<file path="src/rtl/div_seq.sv">
// Multi-cycle restoring divider with pipeline stall arbitration for HI/LO writes.
// Define DIV_SIGNED_EN to honour signed_i (DIV); otherwise every division is unsigned.
//
// state  | meaning
// IDLE   | waiting for a start request
// BYZERO | divisor was zero, result forced to 0
// ON     | one restoring iteration per cycle
// END    | result_o/ready_o presented until start_i drops
module div_seq #(
    parameter int DATA_W = 32
) (
    input  logic                  clk,
    input  logic                  rst,
    input  logic                  start_i,
    input  logic                  signed_i,
    input  logic [DATA_W-1:0]     opdata1_i,
    input  logic [DATA_W-1:0]     opdata2_i,
    input  logic                  annul_i,
    input  logic                  stallreq_id_i,
    input  logic                  stallreq_ex_i,
    output logic [2*DATA_W-1:0]   result_o,
    output logic                  ready_o,
    output logic                  stallreq_o,
    output logic [5:0]            stall_o
);

    localparam int CNT_W = $clog2(DATA_W) + 1;

    typedef enum logic [1:0] {IDLE, BYZERO, ON, END} state_t;

    state_t              state;
    logic [CNT_W-1:0]    cnt;
    logic [DATA_W-1:0]   rem;
    logic [DATA_W-1:0]   dvd;
    logic [DATA_W-1:0]   divisor;

    logic [DATA_W:0]     rem_sh;
    logic [DATA_W:0]     trial;
    logic                q_bit;
    logic [DATA_W-1:0]   rem_nxt;
    logic [DATA_W-1:0]   dvd_nxt;
    logic [DATA_W-1:0]   q_fix;
    logic [DATA_W-1:0]   r_fix;
    logic [DATA_W-1:0]   a_mag;
    logic [DATA_W-1:0]   b_mag;

    // Bit shifted out of the dividend joins the partial remainder, giving a 33-bit trial.
    assign rem_sh  = {rem, dvd[DATA_W-1]};
    assign trial   = rem_sh - {1'b0, divisor};
    assign q_bit   = ~trial[DATA_W];
    assign rem_nxt = q_bit ? trial[DATA_W-1:0] : rem_sh[DATA_W-1:0];
    assign dvd_nxt = {dvd[DATA_W-2:0], q_bit};

`ifdef DIV_SIGNED_EN
    logic sign_q;
    logic sign_r;

    always_comb begin
        a_mag = opdata1_i;
        b_mag = opdata2_i;
        if (signed_i && opdata1_i[DATA_W-1]) a_mag = -opdata1_i;
        if (signed_i && opdata2_i[DATA_W-1]) b_mag = -opdata2_i;
        q_fix = sign_q ? -dvd_nxt : dvd_nxt;
        r_fix = sign_r ? -rem_nxt : rem_nxt;
    end
`else
    logic unused_signed;
    assign unused_signed = signed_i;

    always_comb begin
        a_mag = opdata1_i;
        b_mag = opdata2_i;
        q_fix = dvd_nxt;
        r_fix = rem_nxt;
    end
`endif

    always_ff @(posedge clk or negedge rst) begin
        if (!rst) begin
            state    <= IDLE;
            cnt      <= '0;
            rem      <= '0;
            dvd      <= '0;
            divisor  <= '0;
            result_o <= '0;
            ready_o  <= 1'b0;
`ifdef DIV_SIGNED_EN
            sign_q   <= 1'b0;
            sign_r   <= 1'b0;
`endif
        end else begin
            case (state)
                IDLE: begin
                    ready_o  <= 1'b0;
                    result_o <= '0;
                    if (start_i && !annul_i) begin
                        if (opdata2_i == '0) begin
                            state <= BYZERO;
                        end else begin
                            state   <= ON;
                            cnt     <= '0;
                            rem     <= '0;
                            dvd     <= a_mag;
                            divisor <= b_mag;
`ifdef DIV_SIGNED_EN
                            sign_q  <= signed_i & (opdata1_i[DATA_W-1] ^ opdata2_i[DATA_W-1]);
                            sign_r  <= signed_i & opdata1_i[DATA_W-1];
`endif
                        end
                    end
                end
                BYZERO: begin
                    result_o <= '0;
                    if (annul_i) begin
                        state   <= IDLE;
                        ready_o <= 1'b0;
                    end else begin
                        state   <= END;
                        ready_o <= 1'b1;
                    end
                end
                ON: begin
                    if (annul_i) begin
                        state    <= IDLE;
                        ready_o  <= 1'b0;
                        result_o <= '0;
                    end else begin
                        rem <= rem_nxt;
                        dvd <= dvd_nxt;
                        cnt <= cnt + 1'b1;
                        if (cnt == CNT_W'(DATA_W - 1)) begin
                            result_o <= {r_fix, q_fix};
                            ready_o  <= 1'b1;
                            state    <= END;
                        end
                    end
                end
                END: begin
                    if (annul_i || !start_i) begin
                        state    <= IDLE;
                        ready_o  <= 1'b0;
                        result_o <= '0;
                    end
                end
                default: state <= IDLE;
            endcase
        end
    end

    assign stallreq_o = start_i & ~annul_i & (state != END);

    always_comb begin
        stall_o = 6'b000000;
        if (stallreq_o || stallreq_ex_i)
            stall_o = 6'b001111;
        else if (stallreq_id_i)
            stall_o = 6'b000111;
    end

endmodule

</file>
<file path="config.mk">
export PLATFORM = sky130hd
export DESIGN_NAME = div_seq
export DESIGN_NICKNAME = d
export VERILOG_FILES = /design/src/rtl/div_seq.sv
export SDC_FILE = /design/constraint.sdc
export NUM_CORES = 1
export LEC_CHECK = 0
export ABC_CLOCK_PERIOD_IN_PS = 3900
export CAP_MARGIN = 20
export CELL_PAD_IN_SITES_DETAIL_PLACEMENT = 1
export CELL_PAD_IN_SITES_GLOBAL_PLACEMENT = 1
export CORE_MARGIN = 8
export CORE_UTILIZATION = 40
export DETAILED_ROUTE_END_ITERATION = 6
export PLACE_DENSITY = 0.88
export SLEW_MARGIN = 0
export SYNTH_ARGS = -nofsm -noshare
export SYNTH_HDL_FRONTEND = slang
export SYNTH_SLANG_ARGS = --single-unit
</file>
<file path="constraint.sdc">
create_clock -name clk -period 3.9 [get_ports clk]
set_input_delay 0.78 -clock clk [delete_from_list [all_inputs] [get_ports clk]]
set_output_delay 0.78 -clock clk [all_outputs]
set_load 0.005 [all_outputs]
</file>
==> results.json, run 1 <==
{
  "cts_sinks": 169,
  "antennaDiodeCount": 0,
  "mappedNetlistArea_sq_um": 9311,
  "antenna_found_initial": 2,
  "synth_cells": 1051,
  "irDropWorstVdd_uv": 303.2,
  "ys_seq_elements": 169,
  "p_leak_nw": 5.229,
  "yosys_warnings": 0,
  "setup_viol": 0,
  "wl_met3_um": 1637,
  "nNetsFinal": 1273,
  "topRoutingLayerUsed": "met5",
  "cp.required_ns": 4.20,
  "setup_tns_ns": 0,
  "layout-drive-gt1-share": 0.07137,
  "start_util": 0.4015,
  "synthXorXnorAreaFrac": 0.03104,
  "slew_viol_final": 0,
  "period_share": 0.9325,
  "hold_path.class": "in2async",
  "end_kind": "flip-flop",
  "clockRootBuffer": "clkbuf_16",
  "wl_per_cell_um": 19.67,
  "slew-limit-headroom": 0.4387,
  "core-area_sq_um": 23190,
  "die_width_um": 168.6,
  "clk_path_buf_depth": 2,
  "worst_slack_ns": 0.2634,
  "fp.dieH_um": 168.6,
  "clock_skew_ns": 0.01023,
  "worstReg2RegStart": "divisor[0]$_DFFE_PN0P_",
  "final_area_sq_um": 11720,
  "grt_overflow": 0,
  "r2r_cells": 11,
  "synth-main-ff-cell": "dfrtp_1",
  "post_cts_buffers": 0,
  "min_period_ns": 3.637,
  "vias_per_cell": 5.579,
  "numCtsBuffers": 17,
  "outcome": "finished clean",
  "ys_async_sr_fraction": 1.000,
  "hold_ws_ns": 0.3145,
  "place_hpwl_um": 21290,
  "p_per_area_nw_per_um2": 842.6,
  "hold_buffers": 0,
  "drt_iter0_markers": 463,
  "cp-startpoint": "divisor[0]$_DFFE_PN0P_",
  "synth-compound-area-share": 0.1819,
  "ys_seq_area_frac": 0.4542,
  "synth-simple-area-share": 0.1993,
  "rrSetupSlack_ns": 0.26,
  "worst_pin_slew_ns": 0.8420,
  "start_kind": "flip-flop",
  "syn_to_final_growth_pct": 25.87,
  "portBuffers": 139,
  "dp.cells": 1464,
  "ant_nets": 0,
  "rsz0062_at_grt": "no",
  "syn_avg_cell_area_sq_um": 8.860,
  "cp_max_fo": 20,
  "synth_top_family_by_area": "simple AND/OR/NAND/NOR gates",
  "wl_met1_um": 12680,
  "cp-endpoint": "rem[5]$_DFFE_PN0P_",
  "clk_latency_ns": 0.43,
  "pre_cts_ws_ns": 0.1583,
  "layout.cells.non_filler": 1496,
  "grt_max_degree": 82,
  "ios": 143,
  "drtPass1Iterations": 5,
  "muxShareOfSynthArea": 0.03104,
  "die-area_sq_um": 28420,
  "grt_pass1_vias": 9038,
  "synth-adder-area-share": 0.05187,
  "cap_violations": 0,
  "grt_pass1_wl_um": 48670,
  "placed_cell_area_sq_um": 11110,
  "critical_path_class": "reg2reg",
  "synth-edff-count": 0,
  "fp-row-count": 56,
  "finalHoldViolCount": 0,
  "num_vias": 8346,
  "htree_levels": 4,
  "fmaxAchievable_ghz": 0.2750,
  "grt_util_all_layers": 0.2125,
  "cts_tree": "done",
  "dr_wl_met2_um": 14680,
  "cts_resized": 0,
  "drc_errors": 0,
  "r2r_end": "rem[5]$_DFFE_PN0P_",
  "clk_pin_slew_ns": 0.07,
  "routed_wl_um": 29420,
  "synth.distinct_cells": 63,
  "worstPathArrival_ns": 3.94,
  "gp_congestion": 0.8814
}
==> placed cells by master, fill, tap and decap left out, drive strengths merged, types with 11 or more instances in the layout <==
master	count
nand2	256
dfrtp	169
clkdlybuf4s50	138
o21ai	67
nand3	51
inv	49
o31ai	44
a21oi	43
ha	37
nor2	33
a32oi	31
buf	29
mux2i	24
nand4	18
xnor2	18
clkbuf	17
nor4	12
xor2	12
nor3	12
a21o	11
==> cells in the mapped netlist (all sizes together), types with 2 or more instances <==
| cell | n | area share |
|---|---|---|
| a2111oi | 2 | 0.0019 |
| a211o | 3 | 0.0028 |
| a211oi | 5 | 0.0046 |
| a21o | 11 | 0.0089 |
| a21oi | 43 | 0.024 |
| a31oi | 4 | 0.0027 |
| a32oi | 31 | 0.029 |
| and2 | 5 | 0.0034 |
| and3 | 4 | 0.0027 |
| and4 | 4 | 0.0038 |
| buf | 17 | 0.010 |
| clkbuf | 57 | 0.023 |
| dfrtp | 169 | 0.45 |
| ha | 37 | 0.050 |
| inv | 42 | 0.017 |
| mux2 | 4 | 0.0052 |
| mux2i | 24 | 0.026 |
| nand2 | 256 | 0.10 |
| nand2b | 8 | 0.0054 |
| nand3 | 51 | 0.027 |
| nand3b | 2 | 0.0016 |
| nand4 | 18 | 0.012 |
| nor2 | 33 | 0.013 |
| nor2b | 5 | 0.0034 |
| nor3 | 12 | 0.0077 |
| nor4 | 12 | 0.0081 |
| o2111ai | 2 | 0.0019 |
| o211ai | 10 | 0.0081 |
| o21a | 5 | 0.0040 |
| o21ai | 67 | 0.036 |
| o221ai | 4 | 0.0038 |
| o311ai | 6 | 0.0056 |
| o31ai | 44 | 0.038 |
| o41ai | 2 | 0.0019 |
| or2 | 3 | 0.0020 |
| or3 | 4 | 0.0027 |
| xnor2 | 18 | 0.019 |
| xor2 | 12 | 0.012 |
==> worst min-delay path by stage <==
stage | startpoint | end | slack (ns) | depth (start not counted)
2_1_floorplan | dvd[10]$_DFFE_PN0P_ | dvd[10]$_DFFE_PN0P_ | 0.46 | 2
3_3_place_gp | result_o[2]$_DFFE_PN0P_ | result_o[2]$_DFFE_PN0P_ | 0.45 | 2
3_5_place_dp | result_o[29]$_DFFE_PN0P_ | result_o[29]$_DFFE_PN0P_ | 0.46 | 2
4_1_cts | rst | divisor[9]$_DFFE_PN0P_ | 0.32 | 1
5_1_grt | rst | rem[6]$_DFFE_PN0P_ | 0.34 | 1
6_report | rst | divisor[9]$_DFFE_PN0P_ | 0.31 | 1
==> power by group <==
part           switching [mW]  leakage, nW  internal, mW
registers               0.407         2.27          2.30
clock network           0.783        0.301          1.02
logic                    3.35         2.66          2.01
total                    4.54         5.23          5.33
==> flip-flops by register name, indices dropped and copies added (netlist names) <==
signal and count:
divisor 32, cnt 6, state 2, dvd 32, ready_o 1, result_o 64
rem 32
==> kinds of logic (layout without fill, tap and decap cells) <==
| kind of cell | count (synthesis) | after routing |
|---|---|---|
| XOR/XNOR | 30 | 30 |
| buffers and inverters | 116 | 241 |
| AND/OR/NAND/NOR | 420 | 420 |
| AO/OA/AOI/OAI | 249 | 249 |
| flip-flops | 169 | 169 |
| adder cells (fa/ha/maj) | 38 | 38 |
| multiplexers | 28 | 28 |
| other | 1 | 2 |
==> worst max-delay path: stages (launching register included) <==
cell and delay, ns:
dfrtp_1 0.40, ha_1 0.22, fa_1 0.41, nand2b_1 0.19, a21oi_1 0.25, o2111ai_1 0.19
a21oi_1 0.26, nor3_4 0.11, xnor2_4 0.68, buf_4 0.35, mux2i_1 0.32, o31ai_1 0.12
==> cell type report <==
class | count | area, sq um
Tap cell | 319 | 399.1
Inverter | 42 | 157.7
Timing Repair Buffer | 167 | 1665
Sequential cell | 169 | 4229
Clock buffer | 17 | 425.4
Clock inverter | 15 | 185.2
Multi-Input combinational cell | 767 | 4658
Fill cell | 2666 | 11470
==> routing by layer <==
metal | up-vias | GRT usage
met3 | 39 | 0.04752
met4 | 4 | 0.06172
met5 | - | 0
met1 | 4143 | 0.2603
met2 | 219 | 0.3689
li1 | 3941 | -
==> stage by stage <==
stage,util,power (mW)
finish,0.5053,9.876
global route,0.5053,10.58
CTS,0.5053,9.884
detailed placement,0.4790,7.990
global placement,0.4790,7.746
floorplan,-,6.273
Power figures use the tool's default switching activity.
==> inputs of run 2 (changes only) <==
--- a/config.mk
+++ b/config.mk
@@ -5,14 +5,15 @@
 export SDC_FILE = /design/constraint.sdc
 export NUM_CORES = 1
 export LEC_CHECK = 0
-export ABC_CLOCK_PERIOD_IN_PS = 3900
+export ABC_CLOCK_PERIOD_IN_PS = 2900
 export CAP_MARGIN = 20
 export CELL_PAD_IN_SITES_DETAIL_PLACEMENT = 1
 export CELL_PAD_IN_SITES_GLOBAL_PLACEMENT = 1
 export CORE_MARGIN = 8
-export CORE_UTILIZATION = 40
+export CORE_UTILIZATION = 37
 export DETAILED_ROUTE_END_ITERATION = 6
-export PLACE_DENSITY = 0.88
+export PLACE_DENSITY = 0.86
+export REMOVE_ABC_BUFFERS = 1
 export SLEW_MARGIN = 0
 export SYNTH_ARGS = -nofsm -noshare
 export SYNTH_HDL_FRONTEND = slang
==> constraint.sdc (replaced) <==
create_clock -name clk -period 2.9 [get_ports clk]
set_input_delay 0.58 -clock clk [delete_from_list [all_inputs] [get_ports clk]]
set_output_delay 0.58 -clock clk [all_outputs]
set_load 0.005 [all_outputs]
==> results.json, run 2 (same netlist as run 1, synthesis figures left out) <==
{
  "antenna_found_initial": 0,
  "cp-startpoint": "divisor[3]$_DFFE_PN0P_",
  "multiInputGateArea_sq_um": 5160,
  "die-area_sq_um": 30500,
  "nNetsFinal": 1368,
  "cp_slowest_cell": "dfrtp_1",
  "clk_latency_ns": 0.44,
  "irDropWorstVdd_uv": 633.5,
  "seq_area_sq_um": 4229,
  "regMostFlops": "result_o",
  "cp-endpoint": "result_o[36]$_DFFE_PN0P_",
  "routed_wl_um": 36400,
  "outcome": "finished with violations",
  "numCtsBuffers": 17,
  "grt_util_all_layers": 0.2205,
  "min_period_ns": 2.977,
  "setup_viol": 9,
  "grt_pass1_vias": 10020,
  "start_util": 0.3730,
  "clockRootBuffer": "clkbuf_16",
  "final_core_util": 0.5194,
  "drt_iter0_markers": 623,
  "violations": "setup timing",
  "ant_nets": 0,
  "drtPass1Iterations": 5,
  "n_fill_cell": 2843,
  "worstPathArrival_ns": 3.28,
  "worst_slack_ns": -0.07653,
  "fp.dieH_um": 174.6,
  "worstReg2RegStart": "divisor[3]$_DFFE_PN0P_",
  "final_common_cell": "nand2_1",
  "fmaxAchievable_ghz": 0.3360,
  "grt_pass1_wl_um": 54540,
  "crit_chain": "inv_2, ha_4, buf_6, o211ai_1, a21oi_4, o2111ai_4, a21oi_2, nor3_4, xnor2_4, buf_12, buf_4, mux2i_1, o31ai_1",
  "portBuffers": 139,
  "start_kind": "flip-flop",
  "cts_tree": "done",
  "place_hpwl_um": 23320,
  "htree_levels": 4,
  "cp_max_fo": 8,
  "rsz0062_at_grt": "yes",
  "antennaDiodeCount": 0,
  "fp-row-count": 58,
  "grt_overflow": 0,
  "wl_per_cell_um": 22.72,
  "drc_errors": 0,
  "hold_ws_ns": 0.09925,
  "gp_congestion": 0.8766,
  "clk_pin_slew_ns": 0.08,
  "cp.required_ns": 3.20,
  "cts_sinks": 169,
  "clock_skew_ns": 0.01339,
  "core-area_sq_um": 24960,
  "cap_violations": 0,
  "period_share": 1.026,
  "rrSetupSlack_ns": -0.08,
  "num_vias": 9296,
  "largest_reg_flops": 64,
  "critical_path_class": "reg2reg",
  "worst_pin_slew_ns": 0.6163,
  "ios": 143,
  "syn_to_final_growth_pct": 39.26,
  "end_kind": "flip-flop",
  "finalHoldViolCount": 0,
  "cp_slowest_stage_delay_ns": 0.37,
  "r2r_cells": 13,
  "grt_max_degree": 54,
  "p_per_area_nw_per_um2": 1259,
  "die_width_um": 174.6,
  "hold_buffers": 0,
  "slew_viol_final": 0,
  "clk_path_buf_depth": 2,
  "layout-drive-gt1-share": 0.1981,
  "layout_common_cells": "256 x nand2_1, 169 x dfrtp_1, 138 x clkdlybuf4s50_1",
  "p_leak_nw": 5.763,
  "vias_per_cell": 5.803,
  "hold_path.class": "in2async",
  "slew-limit-headroom": 0.5848,
  "r2r_end": "result_o[36]$_DFFE_PN0P_"
}
[run 2: final cells by class]
class,instances,area share
Sequential cell,169,0.3261
Timing Repair Buffer,262,0.1882
Clock inverter,15,0.01100
Multi-Input combinational cell,767,0.3979
Tap cell,330,0.03184
Clock buffer,17,0.03281
Inverter,42,0.01216
[run 2: timing repair]
| item | CTS | global route |
|---|---|---|
| gates resized for setup | 32 | 71 |
| setup endpoints to repair | 64 | 64 |
| setup buffers | 9 | 6 |
| gates cloned | 1 | 0 |
| pin swaps | 9 | 21 |
[run 2: per-layer routing]
metal	GRT usage	up-vias	routed length, um
li1	-	4120	-
met1	0.2578	4695	14010
met2	0.3842	377	18470
met3	0.05871	104	2638
met4	0.07630	0	1276
met5	0	-	0
[run 2: where the power goes]
| group | total, mW | internal, mW | switching (mW) |
|---|---|---|---|
| Combinational | 10.3 | 4.40 | 5.94 |
| Sequential | 3.71 | 3.09 | 0.617 |
| Clock | 2.28 | 1.20 | 1.08 |
[run 2: through the flow]
| stage | setup slack (ns) | total power [mW] | std cells | instance area, sq um | setup TNS [ns] |
|---|---|---|---|---|---|
| global route | -0.1830 | 17.15 | 1602 | 12970 | -3.703 |
| finish | -0.07653 | 16.32 | 1602 | 12970 | -0.3063 |
| CTS | 0.0007392 | 15.01 | 1598 | 12590 | 0 |
| detailed placement | -0.2949 | 11.95 | 1556 | 11770 | -17.87 |
| floorplan | -3.187 | 8.212 | 978 | 9005 | -325.85 |
| global placement | -0.1955 | 11.52 | 1556 | 11770 | -11.41 |
[run 2: worst min-delay path by stage]
| stage | cells after the start | to | slack [ns] |
|---|---|---|---|
| finish | 1 | dvd[17]$_DFFE_PN0P_ | 0.1 |
| CTS | 1 | dvd[17]$_DFFE_PN0P_ | 0.12 |
| floorplan | 0 | cnt[0]$_DFFE_PN0P_ | 0.28 |
| detailed placement | 2 | result_o[22]$_DFFE_PN0P_ | 0.46 |
| global placement | 2 | result_o[7]$_DFFE_PN0P_ | 0.45 |
| global route | 1 | dvd[19]$_DFFE_PN0P_ | 0.13 |
[run 2: worst max-delay path, delay by kind of cell, from the launching register on]
kind | cells | cell delay (ns)
buf+inv | 4 | 0.59
compound gates | 5 | 0.84
fa+ha+maj | 1 | 0.23
xor+xnor | 1 | 0.20
simple gates | 1 | 0.29
mux | 1 | 0.31
flops | 1 | 0.37
==> inputs of run 3 (changes only) <==
--- a/config.mk
+++ b/config.mk
@@ -5,14 +5,14 @@
 export SDC_FILE = /design/constraint.sdc
 export NUM_CORES = 1
 export LEC_CHECK = 0
-export ABC_CLOCK_PERIOD_IN_PS = 2900
+export ABC_CLOCK_PERIOD_IN_PS = 2800
 export CAP_MARGIN = 20
 export CELL_PAD_IN_SITES_DETAIL_PLACEMENT = 1
 export CELL_PAD_IN_SITES_GLOBAL_PLACEMENT = 1
 export CORE_MARGIN = 8
-export CORE_UTILIZATION = 37
+export CORE_UTILIZATION = 40
 export DETAILED_ROUTE_END_ITERATION = 6
-export PLACE_DENSITY = 0.86
+export PLACE_DENSITY = 0.88
 export REMOVE_ABC_BUFFERS = 1
 export SLEW_MARGIN = 0
 export SYNTH_ARGS = -nofsm -noshare
==> constraint.sdc (replaced) <==
create_clock -name clk -period 2.8 [get_ports clk]
set_input_delay 0.56 -clock clk [delete_from_list [all_inputs] [get_ports clk]]
set_output_delay 0.56 -clock clk [all_outputs]
set_load 0.005 [all_outputs]
==> results.json, run 3 (same netlist as run 1, synthesis figures left out) <==
{
  "end_kind": "flip-flop",
  "grt_max_degree": 70,
  "clk_pin_slew_ns": 0.07,
  "slew_viol_final": 0,
  "hold_buffers": 0,
  "drc_errors": 0,
  "syn_to_final_growth_pct": 43.86,
  "fp.dieH_um": 168.6,
  "critPathTopFamily": "simple AND/OR/NAND/NOR gates",
  "cp_max_fo": 8,
  "layout.cells.non_filler": 1621,
  "rsz0062_at_grt": "yes",
  "finalHoldViolCount": 0,
  "start_util": 0.4015,
  "cp.required_ns": 3.14,
  "gp_congestion": 0.9105,
  "total_power_mw": 18.36,
  "violations": "setup timing",
  "place_hpwl_um": 24010,
  "worstReg2RegStart": "rem[23]$_DFFE_PN0P_",
  "antennaDiodeCount": 0,
  "worst_slack_ns": -0.3141,
  "period_share": 1.112,
  "critical_path_buf_inv_count": 4,
  "regMostFlops": "result_o",
  "critical_path_class": "reg2reg",
  "drt_iter0_markers": 686,
  "clk_latency_ns": 0.46,
  "drtPass1Iterations": 5,
  "hold_ws_ns": 0.1294,
  "worst_pin_slew_ns": 0.7103,
  "clock_skew_ns": 0.01666,
  "portBuffers": 139,
  "start_kind": "flip-flop",
  "grt_pass1_vias": 10180,
  "grt_util_all_layers": 0.2471,
  "hold_path.class": "in2async",
  "core-area_sq_um": 23190,
  "grt_pass1_wl_um": 56050,
  "fp-row-count": 56,
  "ant_nets": 0,
  "crit_chain": "ha_1, buf_4, nand4_1, nor2b_2, nand4_1, a21oi_2, nor3_4, buf_4, buf_6, xor2_4, buf_6, nor3_4, a221o_1",
  "numCtsBuffers": 17,
  "layout-drive-gt1-share": 0.2312,
  "cp-startpoint": "rem[23]$_DFFE_PN0P_",
  "final_common_cell": "nand2_1",
  "ios": 143,
  "cp_slowest_cell": "dfrtp_1",
  "num_vias": 9888,
  "min_period_ns": 3.114,
  "wl_per_cell_um": 25.98,
  "cap_violations": 0,
  "cts_sinks": 169,
  "nNetsFinal": 1398,
  "die_width_um": 168.6,
  "slew-limit-headroom": 0.5239,
  "p_per_area_nw_per_um2": 1371,
  "cp_slowest_stage_delay_ns": 0.50,
  "n_fill_cell": 2555,
  "layout_common_cells": "252 x nand2_1, 169 x dfrtp_1, 138 x clkdlybuf4s50_1",
  "worstPathArrival_ns": 3.45,
  "outcome": "finished with violations",
  "cts_tree": "done",
  "routed_wl_um": 42120,
  "grt_overflow": 0,
  "clk_path_buf_depth": 2,
  "largest_reg_flops": 64,
  "vias_per_cell": 6.100,
  "p_leak_nw": 5.966,
  "dp.cells": 1574,
  "irDropWorstVdd_uv": 589.9,
  "die-area_sq_um": 28420,
  "setup_viol": 76,
  "final_core_util": 0.5776,
  "htree_levels": 4,
  "antenna_found_initial": 0,
  "fmaxAchievable_ghz": 0.3211,
  "clockRootBuffer": "clkbuf_16"
}
## run 3: cell types whose count changed in the layout (fill, tap and decap cells not counted), moves of 4 or more
cell,before,now
buf_4,111,133
buf_6,4,12
ha_1,29,25
mux2i_2,10,3
mux2i_4,9,14
nand2_1,256,252
nand2_2,0,4
## run 3: metrics by stage
| step | TNS (ns) | worst slack, ns | cell area [sq um] |
|---|---|---|---|
| CTS | -0.04422 | -0.02389 | 12800 |
| global route | -20.55 | -0.3851 | 13400 |
| global placement | -16.57 | -0.2690 | 11960 |
| detailed placement | -25.92 | -0.4012 | 11960 |
| floorplan | -340.57 | -3.267 | 9005 |
| finish | -13.52 | -0.3141 | 13400 |
## run 3: report_power, final
part	total, mW	internal, mW	switching [mW]
combinational	12.0	4.99	6.97
clock	2.51	1.32	1.19
sequential	3.90	3.20	0.693
total	18.4	9.51	8.85
## run 3: layout make-up
class                   instances  area [sq um]  area share
multi-input cells             767          5315      0.3968
flip-flops and latches        169          4229      0.3157
clock inverters                13         151.4     0.01130
repair buffers                292          2690      0.2008
inverters                      42         157.7     0.01177
well taps                     319         399.1     0.02980
clock buffers                  19         452.9     0.03381
## run 3: what timing repair did
action | in CTS | in global routing
resized for setup | 47 | 107
pin swaps | 13 | 24
setup buffers | 5 | 10
setup endpoints to repair | 66 | 75
## run 3: per-layer routing
| layer | global-route usage | part of all wire | wire length [um] | up-vias |
|---|---|---|---|---|
| li1 | - | - | - | 4186 |
| met5 | 0 | 0 | 0 | - |
| met2 | 0.4360 | 0.48 | 20380 | 553 |
| met4 | 0.1188 | 0.069 | 2890 | 0 |
| met3 | 0.05870 | 0.085 | 3587 | 233 |
| met1 | 0.2773 | 0.36 | 15260 | 4916 |
## run 3: worst paths after layout
check	end	slack (ns)	cells past startpoint
hold / removal	result_o[19]$_DFFE_PN0P_	0.13	1
setup / recovery	result_o[50]$_DFFE_PN0P_	-0.31	13
setup reg to reg	result_o[50]$_DFFE_PN0P_	-0.31	13
max in group asynchronous	result_o[2]$_DFFE_PN0P_	1.91	2
min in group clk	result_o[6]$_DFFE_PN0P_	0.48	2
hold reg to reg	result_o[6]$_DFFE_PN0P_	0.48	2
